File: src/rtl/pipeline_trace_buffer_if.sv
// Readout port of the trace buffer: one captured entry per valid/ready handshake.
interface pipeline_trace_buffer_if #(
    parameter int W = 150
);
    logic         rd_valid;
    logic         rd_ready;
    logic [W-1:0] rd_data;
    logic         rd_last;

    modport master (output rd_valid, output rd_data, output rd_last, input rd_ready);
    modport slave  (input rd_valid, input rd_data, input rd_last, output rd_ready);
endinterface

File: src/rtl/pipeline_trace_buffer.sv
// Circular trace capture of IF PC and write-back result; stops POST_TRIG samples
// after a trigger and drains the captured entries oldest-first.
//
// state | meaning
// IDLE  | no capture; waiting for arm
// ARMED | sampling every cycle, watching for the trigger
// POST  | sampling the post-trigger window, post_cnt counting down
// DONE  | capture frozen; entries drained over the readout port
module pipeline_trace_buffer #(
    parameter int XLEN      = 64,
    parameter int DEPTH     = 16,
    parameter int POST_TRIG = 8,
    parameter int TS_W      = 16
) (
    input  logic                 clock,
    input  logic                 reset,
    input  logic [XLEN-1:0]      pc,
    input  logic                 wb_regwrite,
    input  logic [4:0]           wb_rd,
    input  logic [XLEN-1:0]      wb_data,
    input  logic                 arm,
    input  logic [1:0]           trig_mode,
    input  logic [XLEN-1:0]      trig_pc,
    input  logic [4:0]           trig_rd,
    input  logic                 force_trig,
    output logic [1:0]           state,
    output logic                 wrapped,
    pipeline_trace_buffer_if.master rd
);
    localparam int EW = TS_W + 2*XLEN + 6;
    localparam int AW = $clog2(DEPTH);
    localparam int CW = AW + 1;
    localparam logic [CW-1:0] FULL = CW'(DEPTH);

    typedef enum logic [1:0] {IDLE = 2'd0, ARMED = 2'd1, POST = 2'd2, DONE = 2'd3} state_t;

    state_t          state_q, state_d;
    logic [AW-1:0]   wr_ptr_q, wr_ptr_d;
    logic [AW-1:0]   rd_ptr_q, rd_ptr_d;
    logic [CW-1:0]   count_q, count_d;
    logic [CW-1:0]   remaining_q, remaining_d;
    logic [AW-1:0]   post_cnt_q, post_cnt_d;
    logic [TS_W-1:0] ts_q, ts_d;
    logic            wrapped_q, wrapped_d;
    logic            rd_valid_q, rd_valid_d;
    logic            rd_last_q, rd_last_d;
    logic            wr_en;
    logic            trig;
    logic            to_done;
    logic [EW-1:0]   sample;
    logic [EW-1:0]   mem_q [DEPTH];

    assign sample = {ts_q, pc, wb_regwrite, wb_rd, wb_data};

    always_comb begin
        trig = force_trig;
        case (trig_mode)
            2'b01:   trig = force_trig | (pc == trig_pc);
            2'b10:   trig = force_trig | (wb_regwrite & (wb_rd == trig_rd));
            default: trig = force_trig;
        endcase
    end

    always_comb begin
        state_d     = state_q;
        wr_ptr_d    = wr_ptr_q;
        rd_ptr_d    = rd_ptr_q;
        count_d     = count_q;
        remaining_d = remaining_q;
        post_cnt_d  = post_cnt_q;
        wrapped_d   = wrapped_q;
        ts_d        = ts_q + 1'b1;
        wr_en       = 1'b0;
        to_done     = 1'b0;
        if (arm) begin
            state_d     = ARMED;
            wr_ptr_d    = '0;
            count_d     = '0;
            wrapped_d   = 1'b0;
            remaining_d = '0;
            ts_d        = '0;
        end else begin
            case (state_q)
                ARMED, POST: begin
                    wr_en    = 1'b1;
                    wr_ptr_d = wr_ptr_q + 1'b1;
                    if (count_q == FULL) wrapped_d = 1'b1;
                    else                 count_d   = count_q + 1'b1;
                    if (state_q == ARMED) begin
                        if (trig) begin
                            post_cnt_d = AW'(POST_TRIG);
                            if (POST_TRIG == 0) to_done = 1'b1;
                            else                state_d = POST;
                        end
                    end else begin
                        post_cnt_d = post_cnt_q - 1'b1;
                        if (post_cnt_q == AW'(1)) to_done = 1'b1;
                    end
                    // Oldest entry sits at the next write slot once the ring has wrapped.
                    if (to_done) begin
                        state_d     = DONE;
                        rd_ptr_d    = wrapped_d ? wr_ptr_d : '0;
                        remaining_d = count_d;
                    end
                end
                DONE: begin
                    if (rd_valid_q && rd.rd_ready) begin
                        rd_ptr_d    = rd_ptr_q + 1'b1;
                        remaining_d = remaining_q - 1'b1;
                        if (remaining_q == CW'(1)) state_d = IDLE;
                    end
                end
                default: ;
            endcase
        end
        rd_valid_d = (state_d == DONE) && (remaining_d != '0);
        rd_last_d  = (state_d == DONE) && (remaining_d == CW'(1));
    end

    always_ff @(posedge clock or posedge reset) begin
        if (reset) begin
            state_q     <= IDLE;
            wr_ptr_q    <= '0;
            rd_ptr_q    <= '0;
            count_q     <= '0;
            remaining_q <= '0;
            post_cnt_q  <= '0;
            ts_q        <= '0;
            wrapped_q   <= 1'b0;
            rd_valid_q  <= 1'b0;
            rd_last_q   <= 1'b0;
        end else begin
            state_q     <= state_d;
            wr_ptr_q    <= wr_ptr_d;
            rd_ptr_q    <= rd_ptr_d;
            count_q     <= count_d;
            remaining_q <= remaining_d;
            post_cnt_q  <= post_cnt_d;
            ts_q        <= ts_d;
            wrapped_q   <= wrapped_d;
            rd_valid_q  <= rd_valid_d;
            rd_last_q   <= rd_last_d;
        end
    end

    always_ff @(posedge clock) begin
        if (wr_en) mem_q[wr_ptr_q] <= sample;
    end

    assign state       = state_q;
    assign wrapped     = wrapped_q;
    assign rd.rd_valid = rd_valid_q;
    assign rd.rd_last  = rd_last_q;
    assign rd.rd_data  = rd_valid_q ? mem_q[rd_ptr_q] : '0;
endmodule

File: src/flat_wrapper.sv
// flat-port wrapper written by rule: the top's interface ports become plain ports
module pipeline_trace_buffer_flat 
#(
    parameter int XLEN      = 64,
    parameter int DEPTH     = 16,
    parameter int POST_TRIG = 8,
    parameter int TS_W      = 16
)
  (clock, reset, pc, wb_regwrite, wb_rd, wb_data, arm, trig_mode, trig_pc, trig_rd, force_trig, state, wrapped, rd_rd_valid, rd_rd_data, rd_rd_last, rd_rd_ready);
  pipeline_trace_buffer_if #(.W((TS_W + 2*XLEN + 6))) rd_i ();
  input  logic clock;
  input  logic reset;
  input  logic [XLEN-1:0] pc;
  input  logic wb_regwrite;
  input  logic [4:0] wb_rd;
  input  logic [XLEN-1:0] wb_data;
  input  logic arm;
  input  logic [1:0] trig_mode;
  input  logic [XLEN-1:0] trig_pc;
  input  logic [4:0] trig_rd;
  input  logic force_trig;
  output logic [1:0] state;
  output logic wrapped;
  output wire logic [$bits(rd_i.rd_valid)-1:0] rd_rd_valid;
  output wire logic [$bits(rd_i.rd_data)-1:0] rd_rd_data;
  output wire logic [$bits(rd_i.rd_last)-1:0] rd_rd_last;
  input wire logic [$bits(rd_i.rd_ready)-1:0] rd_rd_ready;
  assign rd_rd_valid = rd_i.rd_valid;
  assign rd_rd_data = rd_i.rd_data;
  assign rd_rd_last = rd_i.rd_last;
  assign rd_i.rd_ready = rd_rd_ready;
  pipeline_trace_buffer #(.XLEN(XLEN), .DEPTH(DEPTH), .POST_TRIG(POST_TRIG), .TS_W(TS_W)) u_core (.clock(clock), .reset(reset), .pc(pc), .wb_regwrite(wb_regwrite), .wb_rd(wb_rd), .wb_data(wb_data), .arm(arm), .trig_mode(trig_mode), .trig_pc(trig_pc), .trig_rd(trig_rd), .force_trig(force_trig), .state(state), .wrapped(wrapped), .rd(rd_i));
endmodule
File: config.mk
export PLATFORM = sky130hd
export DESIGN_NAME = pipeline_trace_buffer_flat
export DESIGN_NICKNAME = d
export VERILOG_FILES = /design/src/rtl/pipeline_trace_buffer_if.sv /design/src/rtl/pipeline_trace_buffer.sv /design/src/flat_wrapper.sv
export SDC_FILE = /design/constraint.sdc
export NUM_CORES = 2
export LEC_CHECK = 0
export ABC_AREA = 1
export CAP_MARGIN = 20
export CORE_MARGIN = 2
export CORE_UTILIZATION = 40
export DETAILED_ROUTE_END_ITERATION = 6
export DONT_BUFFER_PORTS = 1
export PLACE_DENSITY = 0.59
export SYNTH_ARGS = -nofsm -noshare
export SYNTH_HDL_FRONTEND = slang
export SYNTH_SLANG_ARGS = --single-unit
File: constraint.sdc
create_clock -name clock -period 11.2 [get_ports clock]
set_input_delay 1.68 -clock clock [delete_from_list [all_inputs] [get_ports clock]]
set_output_delay 1.68 -clock clock [all_outputs]
set_load 0.02 [all_outputs]
==> impl_metrics.py <==
metrics = {
    "run_status": {
        "status": "complete, no violations",
    },
    "routing": {
        "routed_wl_um": 271000,
        "wl_per_cell_um": 26.6,
        "drt_iter0_markers": 6465,
        "vias_per_cell": 5.86,
        "drc_errors": 0,
        "vias": 59700,
        "dr.pass1.iters": 5,
        "ant_nets": 0,
    },
    "place": {
        "dp_hpwl_um": 127000,
        "gp_congestion": 0.748,
        "dpl-instance-area_um2": 99000,
        "portBuffers": 0,
    },
    "power_and_ir_drop": {
        "power.leakage_nw": 33.6,
        "peakVddDrop_mv": 0.190,
        "p_clk_frac": 0.343,
        "p_seq_frac": 0.453,
        "p_per_area_nw_per_um2": 219,
        "p_sw_w": 0.00716,
        "swShare": 0.305,
        "power_frac_comb": 0.204,
        "p_int_w": 0.0163,
    },
    "critical_path": {
        "cp_slowest_cell": "buf_4",
        "worst_ep_arrival_time_ps": 5580,
        "crit_path_frequent_cell": "buf_4",
        "required_ps": 9520,
        "worstSetupPathType": "reg2out",
        "max_stage_delay_ps": 900,
        "cp-end-kind": "output pin",
        "startpoint_type": "flop",
        "cp_max_fo": 179,
        "path_cells": "buf_4 > buf_12 > buf_4 > o21ai_0 > o221ai_1 > o211ai_1 > a21oi_1",
    },
    "final_layout": {
        "area_growth_syn_to_layout_pct": 11.2,
        "seqCellArea_um2": 73200,
        "num-nets-final": 7023,
        "multi_input_area_um2": 20300,
        "num-fill-cells": 21100,
        "postLayoutCellArea_um2": 107000,
        "drive_gt1_frac": 0.0695,
        "antenna_cells": 0,
    },
    "yosys": {
        "netlist_area_um2": 96200,
        "synth_ff_type": "edfxtp_1",
        "syn_area_per_cell_um2": 13.8,
        "synthArstFlopShare": 0.0176,
        "synthMostInstantiatedCell": "edfxtp_1",
        "synth_top_family_by_area": "compound AO/OA/AOI/OAI gates",
        "syn_nets": 7196,
        "yosysSeqAreaShare": 0.760,
        "netlist_top_cells_count": "2400 x edfxtp_1, 1300 x nor2_1, 1167 x o21ai_0",
        "synth-seq-cells": 2443,
        "synth_top_cell_by_area": "edfxtp_1",
        "post-synth-top-area-fraction": 0.749,
        "synth_edf_count": 2400,
        "syn_inst": 6970,
        "ys.warnings.count": 0,
        "synth.area.mux_share": 0,
        "synth_compound_area_frac": 0.138,
        "synth_fa_ha_area_frac": 0.00208,
        "synth_xor_area_frac": 0.00264,
        "synth_area_leaders": "edfxtp_1 75%, o21ai_0 6.1%, nor2_1 5.1%",
        "synthDistinctLibCells": 39,
        "synth-simple-area-share": 0.0668,
    },
    "grt": {
        "grt_usage": 0.216,
        "antenna_found_initial": 4,
        "grt_max_degree": 218,
        "grt_overflow_total": 0,
        "first_global_vias": 58400,
        "grt_pass1_wl_um": 393000,
    },
    "floorplanning": {
        "rows": 180,
        "fp.dieW_um": 494,
        "start_util": 0.401,
        "die_h_um": 494,
        "top_level_ports": 365,
        "core_um2": 240000,
        "fp.dieArea_um2": 244000,
    },
    "cts": {
        "postCtsSetupBuffers": 0,
        "post_cts_resized": 0,
        "clk_path_buf_depth": 3,
        "cts_buffers": 241,
        "cts_max_level": 4,
        "clockRootBuffer": "clkbuf_16",
        "clkSinkCount": 2443,
        "hold_buffers": 0,
        "path_clk_slew_ps": 60,
        "cts_tree": "done",
        "clk_latency_ps": 870,
    },
    "sta": {
        "hold_viol_final": 0,
        "slew_viol_final": 0,
        "rsz0062_at_grt": "false",
        "fin_crit_ps": 7260,
        "fmax_ghz": 0.138,
        "fin_worst_skew_ps": 53.5,
        "slew_headroom": 0.0873,
        "fin_crit_sh": 0.648,
        "tightest_slew_ps": 1370,
        "setup_viol": 0,
        "tns_ps": 0,
    },
    "min_path": {
        "hold_class": "reg2reg",
    },
    "run": {
        "drv_cap": 0,
    },
}
kinds of logic after synthesis:
kind of cell	Yosys count
buf+inv	651
xor+xnor	29
simple gates	1640
compound gates	2191
flops	2443
fa+ha+maj	16
cell usage in the layout (no fill, tap or decap), types with 8 or more instances in the layout:
master,count
o22ai_1,187
clkbuf_1,51
inv_1,121
o21ai_0,1167
xor2_1,8
nand3_1,139
edfxtp_1,2400
a21oi_1,166
ha_1,16
xnor2_1,21
nand2_1,166
clkinv_2,40
o221ai_1,428
o211ai_1,177
bufinv_16,23
clkinv_1,65
buf_4,78
nor2_4,17
nand4_1,11
dfrtp_1,39
clkbuf_16,242
buf_12,21
nor2_1,1284
o21ai_1,57
clkinvlp_4,12
registers in the layout (all words and copies together) (netlist names):
name                count
u_core.wrapped          1
u_core.rd.rd_last       1
u_core.rd.rd_valid      1
u_core.post_cnt_q       4
u_core.state            2
u_core.count_q          5
u_core.wr_ptr_q         4
u_core.remaining_q      5
u_core.ts_q            16
u_core.rd_ptr_q         4
u_core.mem_q         2400
stage by stage:
| stage | cells | util | worst slack [ps] | hold WS, ps | total power [W] |
|---|---|---|---|---|---|
| after detailed placement | 9735 | 0.413 | 4950 | 556 | 0.0156 |
| final | 10200 | 0.446 | 3940 | 566 | 0.0234 |
| after floorplan | 6970 | - | 1900 | 508 | 0.0144 |
| after CTS | 10200 | 0.445 | 3990 | 572 | 0.0235 |
| after global routing | 10200 | 0.446 | 3650 | 537 | 0.0244 |
| after global placement | 9731 | 0.412 | 4970 | 545 | 0.0155 |
area by class of cell:
class	instances	share of cell area
clock inverter	158	0.0148
multi-input combinational	3876	0.190
tap	3185	0.0373
timing repair buffer	103	0.0103
clock buffer	295	0.0587
sequential	2443	0.684
inverter	132	0.00499
metal layers:
layer,vias to the layer above,track usage,wire (um)
met5,-,0,0
met4,0,0.0563,6330
met3,416,0.0510,23300
met2,2326,0.359,130000
met1,30700,0.284,112000
li1,26300,-,-
power groups by stage:
| stage | clock network [W] | registers, W | logic (W) |
|---|---|---|---|
| 3_5_place_dp | 0 | 0.0108 | 0.00477 |
| 5_1_grt | 0.00852 | 0.0106 | 0.00530 |
| 4_1_cts | 0.00816 | 0.0106 | 0.00478 |
| 3_3_place_gp | 0 | 0.0108 | 0.00466 |
| 2_1_floorplan | 0 | 0.0108 | 0.00354 |
| 6_report | 0.00804 | 0.0106 | 0.00478 |
path summary, 6_finish.rpt:
| check | startpoint | to | slack (ps) | cells past startpoint |
|---|---|---|---|---|
| hold / removal | u_core.post_cnt_q[0] | u_core.post_cnt_q[0] | 570 | 1 |
| min in group asynchronous | reset | u_core.state[0] | 580 | 1 |
| hold reg to reg | u_core.post_cnt_q[0] | u_core.post_cnt_q[0] | 570 | 1 |
| setup reg to reg | u_core.state[0] | u_core.mem_q[6][96] | 5950 | 8 |
| setup / recovery | u_core.rd_ptr_q[0] | rd_rd_data[29] | 3940 | 7 |
| max in group asynchronous | reset | u_core.rd_ptr_q[2] | 10120 | 2 |
critical path: cells and delay by family (launching register included):
family / cells / cell delay, ps
flip-flops: 1 / 850
AO/OA/AOI/OAI: 4 / 1190
buffers and inverters: 3 / 2320
(Power assumes the default switching activity.)
